File: src/rtl/lampFPU_pkg.sv
// Shared widths and state encoding for the sqrt request sequencer.
package lampFPU_pkg;
    localparam int LAMP_FLOAT_F_DW = 7;
    localparam int SQRT_OP_DW      = 1 + LAMP_FLOAT_F_DW;
    localparam int SQRT_RES_DW     = 2 * SQRT_OP_DW;

    typedef enum logic [1:0] {
        IDLE  = 2'd0,
        ISSUE = 2'd1,
        RESP  = 2'd2
    } sqrtReqState_t;
endpackage

File: src/rtl/sqrt_req_fifo.sv
// Operand queue: DEPTH entries, pointers carry an extra MSB to tell full from empty.
module sqrt_req_fifo #(
    parameter int DW    = 8,
    parameter int DEPTH = 4
) (
    input  logic                     clk,
    input  logic                     rst,
    input  logic                     push,
    input  logic [DW-1:0]            din,
    input  logic                     pop,
    output logic [DW-1:0]            dout,
    output logic                     full,
    output logic                     empty,
    output logic [$clog2(DEPTH):0]   count
);
    localparam int AW = $clog2(DEPTH);

    logic [DW-1:0] mem [DEPTH];
    logic [AW:0]   wr_ptr;
    logic [AW:0]   rd_ptr;
    logic          push_ok;
    logic          pop_ok;

    assign full    = (wr_ptr[AW] != rd_ptr[AW]) && (wr_ptr[AW-1:0] == rd_ptr[AW-1:0]);
    assign empty   = (wr_ptr == rd_ptr);
    assign count   = wr_ptr - rd_ptr;
    assign dout    = mem[rd_ptr[AW-1:0]];
    // A full queue refuses a push even when the head is popped in the same cycle.
    assign push_ok = push && !full;
    assign pop_ok  = pop && !empty;

    always_ff @(posedge clk or negedge rst) begin
        if (!rst) begin
            wr_ptr <= '0;
            rd_ptr <= '0;
        end else begin
            if (push_ok) wr_ptr <= wr_ptr + 1'b1;
            if (pop_ok)  rd_ptr <= rd_ptr + 1'b1;
        end
    end

    always_ff @(posedge clk) begin
        if (push_ok) mem[wr_ptr[AW-1:0]] <= din;
    end
endmodule

File: src/rtl/sqrt_req_sequencer.sv
// Queues operands and issues them one at a time on the doSqrt/valid handshake.
// Optional ISSUE timeout with res_err_o is enabled by defining SQRT_REQ_TIMEOUT_EN.
module sqrt_req_sequencer
    import lampFPU_pkg::*;
#(
    parameter int FIFO_DEPTH     = 4,
    parameter int TIMEOUT_CYCLES = 64
) (
    input  logic                   clk,
    input  logic                   rst,
    input  logic                   op_valid_i,
    input  logic [SQRT_OP_DW-1:0]  op_i,
    output logic                   op_ready_o,
    output logic                   doSqrt_o,
    output logic [SQRT_OP_DW-1:0]  s_o,
    input  logic                   valid_i,
    input  logic [SQRT_RES_DW-1:0] res_i,
    output logic                   res_valid_o,
    output logic [SQRT_RES_DW-1:0] res_o,
    input  logic                   res_ready_i,
    output logic                   busy_o,
`ifdef SQRT_REQ_TIMEOUT_EN
    output logic                   res_err_o,
`endif
    output logic [1:0]             state_o
);
    localparam logic [1:0] ST_IDLE  = IDLE;
    localparam logic [1:0] ST_ISSUE = ISSUE;
    localparam logic [1:0] ST_RESP  = RESP;
    localparam int         CW       = $clog2(FIFO_DEPTH) + 1;

    logic [1:0]            state;
    logic [1:0]            state_next;
    logic                  fifo_full;
    logic                  fifo_empty;
    logic [CW-1:0]         fifo_count;
    logic [CW-1:0]         cnt_next;
    logic [SQRT_OP_DW-1:0] fifo_head;
    logic                  push;
    logic                  pop;
    logic                  timeout;

    assign op_ready_o = !fifo_full;
    assign push       = op_valid_i && !fifo_full;
    assign pop        = (state == ST_IDLE) && !fifo_empty;
    assign cnt_next   = fifo_count + CW'(push) - CW'(pop);
    assign state_o    = state;

    sqrt_req_fifo #(.DW(SQRT_OP_DW), .DEPTH(FIFO_DEPTH)) u_fifo (
        .clk   (clk),
        .rst   (rst),
        .push  (push),
        .din   (op_i),
        .pop   (pop),
        .dout  (fifo_head),
        .full  (fifo_full),
        .empty (fifo_empty),
        .count (fifo_count)
    );

`ifdef SQRT_REQ_TIMEOUT_EN
    localparam int TW = $clog2(TIMEOUT_CYCLES + 1);
    logic [TW-1:0] to_cnt;

    // A response arriving on the limit cycle takes priority over the timeout.
    assign timeout = (state == ST_ISSUE) && (to_cnt == TW'(TIMEOUT_CYCLES - 1)) && !valid_i;

    always_ff @(posedge clk or negedge rst) begin
        if (!rst) begin
            to_cnt    <= '0;
            res_err_o <= 1'b0;
        end else begin
            if (pop)                    to_cnt <= '0;
            else if (state == ST_ISSUE) to_cnt <= to_cnt + 1'b1;
            if (timeout)                              res_err_o <= 1'b1;
            else if (state == ST_RESP && res_ready_i) res_err_o <= 1'b0;
        end
    end
`else
    assign timeout = 1'b0;
`endif

    always_comb begin
        state_next = state;
        case (state)
            ST_IDLE:  if (!fifo_empty)          state_next = ST_ISSUE;
            ST_ISSUE: if (valid_i || timeout)   state_next = ST_RESP;
            ST_RESP:  if (res_ready_i)          state_next = ST_IDLE;
            default:                            state_next = ST_IDLE;
        endcase
    end

    always_ff @(posedge clk or negedge rst) begin
        if (!rst) begin
            state       <= ST_IDLE;
            doSqrt_o    <= 1'b0;
            s_o         <= '0;
            res_valid_o <= 1'b0;
            res_o       <= '0;
            busy_o      <= 1'b0;
        end else begin
            state  <= state_next;
            busy_o <= (state_next != ST_IDLE) || (cnt_next != '0);
            case (state)
                ST_IDLE: begin
                    if (pop) begin
                        s_o      <= fifo_head;
                        doSqrt_o <= 1'b1;
                    end
                end
                ST_ISSUE: begin
                    if (valid_i) begin
                        doSqrt_o    <= 1'b0;
                        res_valid_o <= 1'b1;
                        res_o       <= res_i;
                    end else if (timeout) begin
                        doSqrt_o    <= 1'b0;
                        res_valid_o <= 1'b1;
                        res_o       <= '1;
                    end
                end
                ST_RESP: begin
                    if (res_ready_i) res_valid_o <= 1'b0;
                end
                default: ;
            endcase
        end
    end
endmodule

File: config.mk
export PLATFORM = sky130hd
export DESIGN_NAME = sqrt_req_sequencer
export DESIGN_NICKNAME = d
export VERILOG_FILES = /design/src/rtl/lampFPU_pkg.sv /design/src/rtl/sqrt_req_fifo.sv /design/src/rtl/sqrt_req_sequencer.sv
export SDC_FILE = /design/constraint.sdc
export NUM_CORES = 1
export LEC_CHECK = 0
export ABC_CLOCK_PERIOD_IN_PS = 5100
export BUFFER_PORTS_ARGS = -buffer_cell sky130_fd_sc_hd__buf_2
export CAP_MARGIN = 20
export CORE_UTILIZATION = 35
export CTS_CLUSTER_SIZE = 40
export DETAILED_ROUTE_END_ITERATION = 8
export HOLD_SLACK_MARGIN = 0.06
export PLACE_DENSITY = 0.55
export SLEW_MARGIN = 20
export SYNTH_ARGS = -nofsm -noshare
export SYNTH_HDL_FRONTEND = slang
export SYNTH_SLANG_ARGS = --single-unit
export TNS_END_PERCENT = 50
File: constraint.sdc
create_clock -name clk -period 5.1 [get_ports clk]
set_clock_uncertainty 0.2 [all_clocks]
set_input_delay 1.02 -clock clk [delete_from_list [all_inputs] [get_ports clk]]
set_output_delay 1.02 -clock clk [all_outputs]
set_load 0.01 [all_outputs]
# After elaboration in Yosys (flattened, before gate mapping)

Memory sizes are Yosys's and may differ from the RTL's. A register that Yosys moved wholly into a read port is not among the register bits.
Cells that the tools add are included.

Add/subtract/negate cells: 5
Multipliers: 0
Divide/modulo/power cells: 0
Magnitude comparators: 0
Eq/ne operators: 8
Shift-type cells: 0
Multiplexer cells: 12
Bitwise operators: 0
Reduce and logical (&&, ||, !) cells: 18

Operators with widths:

| kind                                           | count |
|---|---|
| adder 3 x 1 -> 3 bit (second input constant)   | 2 |
| two-way mux 1 bit                              | 6 |
| two-way mux 2 bit                              | 3 |
| != test 2 bit (second input constant)          | 3 |
| one-hot mux 2 bit (3 select lines)             | 1 |
| AND reduction 3 bit                            | 2 |
| nonzero test 2 bit                             | 3 |
| logical AND 1 bit                              | 5 |
| one-hot mux 1 bit (2 select lines)             | 2 |
| AND reduction 2 bit                            | 2 |
| adder 3 x 1 -> 3 bit                           | 1 |
| == test 3 bit                                  | 1 |
| zero test 1 bit                                | 3 |
| nonzero test 3 bit                             | 1 |
| subtractor 3 x 1 -> 3 bit                      | 1 |
| subtractor 3 bit                               | 1 |
| == test 2 x 1 -> 1 bit (second input constant) | 1 |
| == test 2 bit                                  | 1 |
| == test 2 bit (second input constant)          | 1 |
| zero test 2 bit                                | 1 |
| logical OR 1 bit                               | 1 |
| != test 1 bit                                  | 1 |

Bits in registers: 27
Bits in latches: 0
Bits in writable memories: 32
Memory bits (read-only): 0
Output and inout port bits: 30
Memories kept: 1

Memory list:

| memory     | words | bits a word | read ports | clocked after Yosys merged registers in | write ports | RTL line            | source |
|---|---|---|---|---|---|---|---|
| u_fifo.mem | 4     | 8           | 1          | 1                                       | 1           | sqrt_req_fifo.sv:18 | `logic [DW-1:0] mem [DEPTH];` |

# Longest topological paths before layout

Depth in word-level cells: 8
Depth in mapped cells: 12
Gate-level depth less buffers: 11

# Hierarchy

Synthesis repeated with hierarchy kept, for this count alone.

Cell total of the unflattened synthesis: 165
Area total of the unflattened synthesis: 2834.0 um^2

By module, submodules not included:

| module             | instances | cells an instance | area each (um^2) | seq. area each (um^2) |
|---|---|---|---|---|
| sqrt_req_fifo      | 1         | 87                | 1611.5           | 1111.1 |
| sqrt_req_sequencer | 1         | 78                | 1222.4           | 725.7 |

# Least setup slack after synthesis

No wires, ideal clock.

Path kind: input to register
From: input port op_valid_i
To: register busy_o
Data arrival time: 3.141 ns
Path slack: 1.620 ns
Stages on the path: 10
Path buffers: 0
Cells stage by stage: inv_1 > a31oi_1 > fa_1 > inv_1 > fa_1 > inv_1 > ha_1 > xnor2_1 > xnor2_1 > or4b_1

Longest elaborated chain between the ends: 5

Ends and longest elaborated chain:

| element                   | RTL line                  | source |
|---|---|---|
| start: declaration        | sqrt_req_sequencer.sv:11  | `input logic op_valid_i,` |
| logical AND 1 bit         | sqrt_req_sequencer.sv:44  | `assign push = op_valid_i && !fifo_full;` |
| adder 3 x 1 -> 3 bit      | sqrt_req_sequencer.sv:46  | `assign cnt_next = fifo_count + CW'(push) - CW'(pop);` |
| subtractor 3 x 1 -> 3 bit | sqrt_req_sequencer.sv:46  |  |
| nonzero test 3 bit        | sqrt_req_sequencer.sv:103 | `busy_o <= (state_next != ST_IDLE) \|\| (cnt_next != '0);` |
| logical OR 1 bit          | sqrt_req_sequencer.sv:103 |  |
| end signal: assignment    | sqrt_req_sequencer.sv:103 |  |
| end: declaration          | sqrt_req_sequencer.sv:21  | `output logic busy_o,` |

Every way passes these cells.
A chain may end at the register's enable or synchronous reset.

# Worst setup path after layout

From: register u_fifo.rd_ptr[1]
To: register busy_o

Longest elaborated chain between the ends: 8

Ends and longest elaborated chain:

| element                                                                  | RTL line                  | source |
|---|---|---|
| start: declaration                                                       | sqrt_req_fifo.sv:20       | `logic [AW:0] rd_ptr;` |
| start signal: assignment                                                 | sqrt_req_fifo.sv:38       | `if (pop_ok) rd_ptr <= rd_ptr + 1'b1;` |
| parallel branches: the longest is 7 deep, another holds subtractor 3 bit | n/a                       |  |
| logical OR 1 bit (*)                                                     | sqrt_req_sequencer.sv:103 |  |

Every way passes the cells marked *.

==> impl_metrics.ini <==
[clocking]
cts.sinks = 67
clk_pin_slew_ns = 0.07
htree_levels = 3
post_cts_buffers = 0
tritoncts = yes
cts_root_buf = clkbuf_8
ctsResizeCount = 0
numCtsBuffers = 9
hold_buffers = 0
clk_latency_ns = 0.33
cts.path.max_buffers = 2

[logic_synthesis]
syn_area_mm2 = 0.00273
synth_fp_nets = 192
synth_compound_area_share_pct = 2.66
synth-edff-count = 32
yosysTopAreaCellShare_pct = 35.2
avgSynthCellArea_um2 = 17.7
synth_mux_area_share_pct = 17.3
synth_ff_type = dfrtp_1
yosys.cell_count.top_type = dfrtp_1
synth_xor_area_share_pct = 3.53
synth_simple_gate_area_share_pct = 2.20
netlist.top_cell.by_area = edfxtp_1
ys_warn_count = 0
synth-seq-cells = 67
synth_area_leaders = edfxtp_1, dfrtp_1, mux2_2
async_flop_share_pct = 52.2
synthAdderAreaFrac_pct = 4.68
synth_top_family_by_area = multiplexers
synth_common_cells = dfrtp_1, edfxtp_1, mux2_2, inv_1, mux4_2
synth_cell_types = 25
synthCells = 154
yosysSeqAreaShare_pct = 67.3

[setup_path]
critPathMostFrequentCell = inv_1
cp.required_ns = 5.10
critPathLaunchType = register
path_max_fanout = 13
path_delay_family = adder cells
r2r_start = u_fifo.rd_ptr[1]
worst_setup_path_end_kind = register
crit_path_cell_trace = xor2_1 > o31a_1 > inv_1 > fa_1 > inv_1 > fa_1 > inv_1 > ha_1 > xnor2_1 > xnor2_1 > or4b_1
cp.arrival_ns = 3.79
rrSetupSlack_ns = 1.31
cp_slowest_cell = dfrtp_1
crit_type = register to register
crit_buf_inv = 3
startpoint = u_fifo.rd_ptr[1]
cpPeakStageDelay_ns = 0.68

[pwr]
leakagePower_nw = 1.37
powerDensity_mw_per_mm2 = 658
ir_drop_v = 0.000197

[hold_path]
hold_class = register to register
hold_start = doSqrt_o

[cells_and_area]
antennaDiodeCount = 0
drive_gt1_share_pct = 47.8
nFillCells = 675
multiInputGateArea_um2 = 830
finalCoreUtilization_pct = 44.7
final_cells = 325
nets = 259
regArea_mm2 = 0.00184
areaGrowthSynthToFinish_pct = 21.4
final_cell_area_mm2 = 0.00331

[die]
dieArea_mm2 = 0.00815
chipWidth_um = 90.3
die_h_um = 90.3
start_util_pct = 36.8
io_pins = 59
fp.coreArea_mm2 = 0.00741
num_rows = 31

[route]
post_drt_wl_per_cell_um = 14.1
dr.first_iter.drc_count = 53
drtAntennaViolNets = 0
num_vias = 1471
dr.pass1.iters = 4
routed_wl_mm = 4.59
drc_errors = 0
vias_per_cell = 4.53

[grt]
grt_antenna_before_repair = 0
grt_pass1_wl_mm = 7.56
track_usage_pct = 12.4
grt_max_degree = 36
grt_pass1_vias = 1488
overflow = 0

[sta]
hold_viol_final = 0
fin_crit_sh_pct = 74.3
finalCriticalPeriod_ns = 3.79
finalSetupViolations = 0
rsz0062_at_grt = no
whs_ns = 0.287
slew_headroom_pct = 43.7
max_freq_ghz = 0.264
setup_tns_ns = 0
tightest_slew_ns = 0.842
slew_violations = 0

[placement]
gp_congestion = 0.681
placed_cells = 309
dp_hpwl_mm = 3.14
place_area_mm2 = 0.00313
portBuffers = 58

[outcome]
status = finished clean

[run]
cap_violations = 0
[worst paths after layout]
kind | to | cells past startpoint
setup reg to reg | busy_o | 11
max in group asynchronous | s_o[2] | 1
hold reg to reg | doSqrt_o | 1
min in group asynchronous | state_o[0] | 1
hold / removal | doSqrt_o | 1
setup / recovery | busy_o | 11
[power by group]
group	leakage, nW	internal, W	switching (W)	total (W)
sequential	0.701	0.000777	0.000120	0.000896
combinational	0.580	0.000448	0.000420	0.000868
clock	0.0893	0.000224	0.000190	0.000414
total	1.37	0.00145	0.000730	0.00218
[metrics by stage]
stage                     total power [W]  worst slack, ns
after CTS                         0.00222             1.25
after floorplan                   0.00153             1.62
final                             0.00218             1.31
after global placement            0.00178             1.32
after detailed placement          0.00180             1.24
after global routing              0.00235            0.976
[cells in the final DEF (no fill, tap or decap), drive strengths merged, types with 3 or more instances in the layout]
cell	synthesis	layout
nor2	3	3
mux2	26	26
a21oi	3	3
buf	4	60
dfrtp	35	35
xor2	5	5
edfxtp	32	32
inv	8	8
clkbuf	0	11
xnor2	6	6
ha	7	7
mux4	8	8
and2	3	3
[area by class of cell]
class / count / share of cell area, %
flip-flops and latches: 67 / 55.5
multi-input cells: 75 / 25.0
repair buffers: 60 / 9.22
clock buffers: 11 / 3.97
well taps: 99 / 3.74
clock inverters: 5 / 1.66
inverters: 8 / 0.907
[flip-flops by register name, summed over array words and instances, names as in the netlist]
name           flops
u_fifo.mem        32
res_o             16
s_o                8
u_fifo.rd_ptr      3
u_fifo.wr_ptr      3
state_o            2
busy_o             1
doSqrt_o           1
res_valid_o        1
[kinds of logic (layout without fill, tap and decap cells)]
group	count (synthesis)	count (layout)
adder cells (fa/ha/maj)	9	9
flip-flops	67	67
AO/OA/AOI/OAI	10	10
buffers and inverters	12	84
XOR/XNOR	11	11
multiplexers	34	34
AND/OR/NAND/NOR	11	11
[worst reg2reg max path: stages (launching register included)]
cell and delay (ns):
dfrtp_1 0.68, xor2_1 0.29, o31a_1 0.56, inv_1 0.15, fa_1 0.43, inv_1 0.08, fa_1 0.38, inv_1 0.07
ha_1 0.15, xnor2_1 0.13, xnor2_1 0.07, or4b_1 0.47
[routing by layer]
layer | GRT usage, % | vias up | routed length (um)
li1 | - | 703 | -
met2 | 19.0 | 49 | 2210
met1 | 15.7 | 714 | 2030
met4 | 4.03 | 0 | 57
met5 | 0 | - | 0
met3 | 5.72 | 5 | 301
Note: power is estimated with default switching activity, not from simulation.
